==> config.mk <==
export PLATFORM = sky130hd
export DESIGN_NAME = mem_access_stage
export DESIGN_NICKNAME = d
export VERILOG_FILES = /design/src/rtl/mem_access_stage_pkg.sv /design/src/rtl/mem_access_stage_load_align.sv /design/src/rtl/mem_access_stage.sv
export SDC_FILE = /design/constraint.sdc
export NUM_CORES = 1
export LEC_CHECK = 0
export ABC_AREA = 1
export CORE_UTILIZATION = 43
export DETAILED_ROUTE_END_ITERATION = 10
export HOLD_SLACK_MARGIN = 0.02
export PLACE_DENSITY = 0.8
export SLEW_MARGIN = 15
export SYNTH_ARGS = -nofsm -noshare
export SYNTH_HDL_FRONTEND = slang
export SYNTH_SLANG_ARGS = --single-unit
==> constraint.sdc <==
create_clock -name clk -period 2.35 [get_ports clk]
set_input_delay 0.47 -clock clk [delete_from_list [all_inputs] [get_ports clk]]
set_output_delay 0.47 -clock clk [all_outputs]
set_load 0.01 [all_outputs]
==> src/rtl/mem_access_stage_pkg.sv <==
// Shared types and constants for the MEM pipeline stage.
package mem_access_stage_pkg;

  localparam int unsigned XLEN   = 32;
  localparam int unsigned STRB_W = XLEN / 8;
  localparam int unsigned REG_AW = 5;

  typedef enum logic {
    ST_IDLE = 1'b0,
    ST_WAIT = 1'b1
  } state_t;

  localparam logic [2:0] F3_LB  = 3'b000;
  localparam logic [2:0] F3_LH  = 3'b001;
  localparam logic [2:0] F3_LW  = 3'b010;
  localparam logic [2:0] F3_LBU = 3'b100;
  localparam logic [2:0] F3_LHU = 3'b101;
  localparam logic [2:0] F3_SB  = 3'b000;
  localparam logic [2:0] F3_SH  = 3'b001;
  localparam logic [2:0] F3_SW  = 3'b010;

  typedef enum logic [1:0] {
    SZ_BYTE = 2'd0,
    SZ_HALF = 2'd1,
    SZ_WORD = 2'd2
  } size_t;

  // Request payload latched on entry to WAIT and held until ack.
  typedef struct packed {
    logic              we;
    logic [2:0]        funct3;
    logic [XLEN-1:0]   addr;
    logic [XLEN-1:0]   wdata;
    logic [STRB_W-1:0] wstrb;
  } dm_req_t;

  // Access size from funct3; every unlisted encoding (011/110/111) is a word.
  function automatic size_t f3_size(input logic [2:0] f3);
    size_t sz;
    case (f3)
      F3_LB, F3_LBU: sz = SZ_BYTE;
      F3_LH, F3_LHU: sz = SZ_HALF;
      F3_LW:         sz = SZ_WORD;
      default:       sz = SZ_WORD;
    endcase
    return sz;
  endfunction

endpackage

==> src/rtl/mem_access_stage_load_align.sv <==
// Extracts and extends the addressed byte/half/word from a memory read word.
module load_align
  import mem_access_stage_pkg::*;
(
  input  logic [XLEN-1:0] rdata,
  input  logic [1:0]      addr,
  input  logic [2:0]      funct3,
  output logic [XLEN-1:0] result_c
);

  logic [XLEN-1:0] shifted;
  logic            is_unsigned;

  // Shift the addressed lane down, then sign- or zero-extend by size.
  always_comb begin
    shifted     = rdata >> {addr, 3'b000};
    is_unsigned = (funct3 == F3_LBU) || (funct3 == F3_LHU);
    result_c    = rdata;
    case (f3_size(funct3))
      SZ_BYTE: result_c = is_unsigned ? {24'h0, shifted[7:0]}
                                      : {{24{shifted[7]}}, shifted[7:0]};
      SZ_HALF: result_c = is_unsigned ? {16'h0, shifted[15:0]}
                                      : {{16{shifted[15]}}, shifted[15:0]};
      default: result_c = rdata;
    endcase
  end

endmodule

==> src/rtl/mem_access_stage.sv <==
// MEM pipeline stage: issues data-memory requests, stalls until ack, fills MEM/WB.
module mem_access_stage
  import mem_access_stage_pkg::*;
(
  input  logic              clk,
  input  logic              rstn,
  input  logic              EXMEM_RegWrite,
  input  logic              EXMEM_MemToReg,
  input  logic              EXMEM_MemRead,
  input  logic              EXMEM_MemWrite,
  input  logic [XLEN-1:0]   EXMEM_instr,
  input  logic [XLEN-1:0]   EXMEM_npc,
  input  logic [XLEN-1:0]   EXMEM_reg_2,
  input  logic [XLEN-1:0]   EXMEM_ALU_result,
  input  logic [REG_AW-1:0] EXMEM_rd,
  output logic              dm_req,
  output logic              dm_we,
  output logic [XLEN-1:0]   dm_addr,
  output logic [XLEN-1:0]   dm_wdata,
  output logic [STRB_W-1:0] dm_wstrb,
  input  logic [XLEN-1:0]   dm_rdata,
  input  logic              dm_ack,
  output logic              mem_stall,
  output logic              MEMWB_RegWrite,
  output logic              MEMWB_MemToReg,
  output logic              MEMWB_misalign,
  output logic [REG_AW-1:0] MEMWB_rd,
  output logic [XLEN-1:0]   MEMWB_ALU_result,
  output logic [XLEN-1:0]   MEMWB_mem_data,
  output logic [XLEN-1:0]   MEMWB_npc,
  output logic [XLEN-1:0]   MEMWB_instr
);

  state_t            state;
  dm_req_t           req_q;
  size_t             size_c;
  logic [1:0]        off_c;
  logic              access_c;
  logic              aligned_c;
  logic              memop_c;
  logic              misalign_c;
  logic [STRB_W-1:0] wstrb_c;
  logic [XLEN-1:0]   wdata_c;
  logic [XLEN-1:0]   load_data_c;

  // Classify the EX/MEM access and build store strobes/data.
  always_comb begin
    off_c      = EXMEM_ALU_result[1:0];
    size_c     = f3_size(EXMEM_instr[14:12]);
    access_c   = EXMEM_MemRead | EXMEM_MemWrite;
    aligned_c  = 1'b0;
    wstrb_c    = '0;
    wdata_c    = '0;
    case (size_c)
      SZ_BYTE: aligned_c = 1'b1;
      SZ_HALF: aligned_c = ~off_c[0];
      default: aligned_c = (off_c == 2'b00);
    endcase
    memop_c    = access_c & aligned_c;
    misalign_c = access_c & ~aligned_c;
    if (EXMEM_MemWrite) begin
      case (size_c)
        SZ_BYTE: begin
          wstrb_c = STRB_W'(1) << off_c;
          wdata_c = {4{EXMEM_reg_2[7:0]}};
        end
        SZ_HALF: begin
          wstrb_c = off_c[1] ? 4'b1100 : 4'b0011;
          wdata_c = {2{EXMEM_reg_2[15:0]}};
        end
        default: begin
          wstrb_c = '1;
          wdata_c = EXMEM_reg_2;
        end
      endcase
    end
  end

  // Stall while a request is pending; forced low while reset is asserted.
  always_comb begin
    mem_stall = rstn & (((state == ST_IDLE) & memop_c) |
                        ((state == ST_WAIT) & ~dm_ack));
  end

  assign dm_we    = req_q.we;
  assign dm_addr  = req_q.addr;
  assign dm_wdata = req_q.wdata;
  assign dm_wstrb = req_q.wstrb;

  load_align u_load_align (
    .rdata    (dm_rdata),
    .addr     (req_q.addr[1:0]),
    .funct3   (req_q.funct3),
    .result_c (load_data_c)
  );

  // Request FSM: latch the access on IDLE->WAIT, drop it on ack.
  always_ff @(posedge clk or negedge rstn) begin
    if (!rstn) begin
      state  <= ST_IDLE;
      dm_req <= 1'b0;
      req_q  <= '0;
    end else begin
      case (state)
        ST_IDLE: begin
          if (memop_c) begin
            state  <= ST_WAIT;
            dm_req <= 1'b1;
            req_q  <= '{we:     EXMEM_MemWrite,
                        funct3: EXMEM_instr[14:12],
                        addr:   EXMEM_ALU_result,
                        wdata:  wdata_c,
                        wstrb:  wstrb_c};
          end
        end
        ST_WAIT: begin
          if (dm_ack) begin
            state  <= ST_IDLE;
            dm_req <= 1'b0;
            req_q  <= '0;
          end
        end
        default: begin
          state  <= ST_IDLE;
          dm_req <= 1'b0;
          req_q  <= '0;
        end
      endcase
    end
  end

  // MEM/WB register: advance when not stalled, otherwise insert a bubble.
  always_ff @(posedge clk or negedge rstn) begin
    if (!rstn) begin
      MEMWB_RegWrite   <= 1'b0;
      MEMWB_MemToReg   <= 1'b0;
      MEMWB_misalign   <= 1'b0;
      MEMWB_rd         <= '0;
      MEMWB_ALU_result <= '0;
      MEMWB_mem_data   <= '0;
      MEMWB_npc        <= '0;
      MEMWB_instr      <= '0;
    end else if (mem_stall) begin
      MEMWB_RegWrite <= 1'b0;
      MEMWB_MemToReg <= 1'b0;
      MEMWB_misalign <= 1'b0;
    end else begin
      MEMWB_RegWrite   <= EXMEM_RegWrite & ~misalign_c;
      MEMWB_MemToReg   <= EXMEM_MemToReg;
      MEMWB_misalign   <= misalign_c;
      MEMWB_rd         <= EXMEM_rd;
      MEMWB_ALU_result <= EXMEM_ALU_result;
      MEMWB_mem_data   <= ((state == ST_WAIT) && !req_q.we) ? load_data_c : '0;
      MEMWB_npc        <= EXMEM_npc;
      MEMWB_instr      <= EXMEM_instr;
    end
  end

endmodule

==> flow_metrics.env, run 1 <==
export IMPL_ys_warn_count=0
export IMPL_numCtsBuffers=23
export IMPL_final_cell_mix="nand2_1, clkdlybuf4s50_1, dfrtp_1, o21ai_0, inv_1"
export IMPL_port_buffers=378
export IMPL_antenna_found_initial=0
export IMPL_ir_worst_vdd_v=0.000590
export IMPL_vias=8730
export IMPL_p_int_uw=8230
export IMPL_die_y_um=150
export IMPL_gp_congestion=0.936
export IMPL_area_growth_pct=46.1
export IMPL_worstPathArrival_ps=1680
export IMPL_dieArea_mm2=0.0226
export IMPL_drc=0
export IMPL_cp_cell_sequence="inv_1 > or2_2 > nand2_4 > nand2_4 > inv_4 > clkbuf_2"
export IMPL_numClockSinks=210
export IMPL_grt_pass1_wl_um=45200
export IMPL_die_x_um=150
export IMPL_via_per_inst=5.06
export IMPL_slew_violations=0
export IMPL_critPathKind="register to primary output"
export IMPL_worst_slack_ps=198
export IMPL_place_ws_ps=-233
export IMPL_crit_buf_inv=3
export IMPL_ant_nets=0
export IMPL_clock_path_buffers=3
export IMPL_clock_latency_ps=510
export IMPL_synthXorXnorAreaFrac=0
export IMPL_setup_violations_final=0
export IMPL_wl_per_cell_um=17.3
export IMPL_syn_avg_cell_area_um2=8.44
export IMPL_min_period_ps=2150
export IMPL_layout_commonest_cell="nand2_1"
export IMPL_diodes=0
export IMPL_synth_top_family_by_area="simple AND/OR/NAND/NOR gates"
export IMPL_r2r_cells=9
export IMPL_wl_um=29900
export IMPL_cts_tree="done"
export IMPL_firstDrtPassIters=5
export IMPL_htreeDepth=1
export IMPL_max_stage_delay_ps=400
export IMPL_crit_family="simple AND/OR/NAND/NOR gates"
export IMPL_critPathRequiredTime_ps=1880
export IMPL_rsz0062_at_grt="false"
export IMPL_clock_skew_ps=6.07
export IMPL_grt_start_max_net_pins=110
export IMPL_slowest_stage="dfrtp_1"
export IMPL_p_seq_frac=0.393
export IMPL_crit_fanout=4
export IMPL_place_area_mm2=0.0131
export IMPL_drt_iter0_markers=623
export IMPL_fill_cells=1717
export IMPL_cp_common_cell="nand2_4"
export IMPL_drive_above_1_share=0.0600
export IMPL_maxCapViolations=0
export IMPL_cts_setup_buffers=0
export IMPL_utilization=0.648
export IMPL_grt_ovfl_total=0
export IMPL_fin_cells=1726
export IMPL_cp_end_kind="primary output"
export IMPL_synth_seq_area_share=0.557
export IMPL_p_clk_frac=0.295
export IMPL_syn_inst=1119
export IMPL_yosys_area_share_simple=0.224
export IMPL_r2r_setup_slack_ps=440
export IMPL_r2r_start="state"
export IMPL_start_kind="register"
export IMPL_netlist_cell_type_count=28
export IMPL_switching_share=0.312
export IMPL_synth_compound_area_frac=0.110
export IMPL_nets=1606
export IMPL_seq_area_mm2=0.00526
export IMPL_grtUsageTotal=0.258
export IMPL_synth_mux_area_fraction=0
export IMPL_core_area_mm2=0.0213
export IMPL_multiInputGateArea_mm2=0.00316
export IMPL_ys_ff_latch=210
export IMPL_relSlewSlack=0.347
export IMPL_status="completed"
export IMPL_grt_pass1_vias=8347
export IMPL_p_sw_uw=3740
export IMPL_power_uw=12000
export IMPL_tightest_slew_ps=980
export IMPL_rows=53
export IMPL_pwr_share_comb=0.312
export IMPL_clk_pin_slew_worst_paths_ps=60
export IMPL_worstHoldPathType="input port to async pin"
export IMPL_final_hold_violation_count=0
export IMPL_syn_cell_area_mm2=0.00944
export IMPL_reg2reg_to="MEMWB_npc[25]"
export IMPL_leakagePower_uw=0.00648
export IMPL_start_util=0.444
export IMPL_max_freq_ghz=0.465
export IMPL_fin_area_mm2=0.0138
export IMPL_numPlacedInstances=1683
export IMPL_yosys_area_share_adder=0
export IMPL_place_hpwl_um=21700
export IMPL_io_pins=379
export IMPL_period_share=0.916
export IMPL_synth_nets=1291
export IMPL_power_density_mw_per_mm2=868
export IMPL_root_buffer="clkbuf_16"
repair_timing:
item / in CTS / in global routing
hold endpoints to repair: 7 / 0
cloned: 0 / 0
resized for setup: 2 / 2
setup endpoints to repair: 1 / 2
hold buffers: 1 / 0
final cells by class:
cell class                 instances  area share
clock inverter                     8     0.00526
inverter                          51      0.0141
tap                              275      0.0249
sequential                       210       0.381
multi-input combinational        734       0.229
timing repair buffer             414       0.298
clock buffer                      34      0.0483
power by group through the flow:
stage	sequential, µW	clock, µW	combinational, µW
2_1_floorplan	4830	0	1800
3_3_place_gp	4730	0	3670
3_5_place_dp	4740	0	3740
4_1_cts	4700	3610	3760
5_1_grt	4770	3750	4040
6_report	4700	3530	3740
how the worst max path moves through the flow:
stage	start	endpoint	slack [ps]	cells after the start
finish	state	mem_stall	200	6
global route	state	mem_stall	130	6
CTS	state	mem_stall	20	6
detailed placement	EXMEM_instr[13]	mem_stall	-230	9
global placement	EXMEM_instr[13]	mem_stall	-220	9
floorplan	EXMEM_instr[13]	mem_stall	390	9
synthesized netlist by cell type:
library cell	count	share of area
a21oi_1	22	0.012
buf_2	15	0.0080
buf_4	69	0.055
buf_6	11	0.013
buf_8	1	0.0016
clkbuf_1	28	0.011
clkinv_1	1	0.00040
dfrtp_1	210	0.56
inv_1	46	0.018
inv_2	3	0.0012
inv_4	1	0.00066
nand2_1	458	0.18
nand2_2	3	0.0020
nand2_4	2	0.0024
nand3_1	25	0.013
nand3_2	1	0.0011
nand3b_1	1	0.00080
nand4_1	5	0.0033
nor2_1	40	0.016
nor2_2	1	0.00066
nor2_4	1	0.0012
nor3_1	2	0.0011
o211ai_1	6	0.0048
o21a_1	14	0.011
o21ai_0	133	0.071
o21ai_1	6	0.0032
o22ai_1	13	0.0086
or2_2	1	0.00066
per-stage QoR:
step                      setup TNS [ps]  hold WS [ps]
after global routing                   0           383
final                                  0           369
after global placement             -7540           294
after CTS                              0           374
after detailed placement          -10360           298
after floorplan                        0           174
state kept, by name, indices dropped and copies added, names as in the netlist, 3 cells and up:
name and count:
dm_wdata 32, MEMWB_ALU_result 32, MEMWB_instr 32, MEMWB_mem_data 32
req_q 3, dm_wstrb 4, MEMWB_npc 32, MEMWB_rd 5
dm_addr 32
per-layer routing:
layer / wire length [µm] / global-route usage / vias to the layer above
met3: 2550 / 0.0570 / 79
met2: 14400 / 0.428 / 425
met4: 1160 / 0.0965 / 0
li1: - / - / 4120
met5: 0 / 0 / -
met1: 11800 / 0.329 / 4106
kinds of logic after synthesis:
logic type | after synthesis
AO/OA/AOI/OAI | 194
buffers and inverters | 175
flip-flops | 210
AND/OR/NAND/NOR | 540
(Power assumes the default switching activity.)
==> run 2, diff against run 1 <==
- HOLD_SLACK_MARGIN: 0.02 -> not set
==> results of run 2 <==
Same layout as run 1: the final DEF is identical, and so are final timing and power.
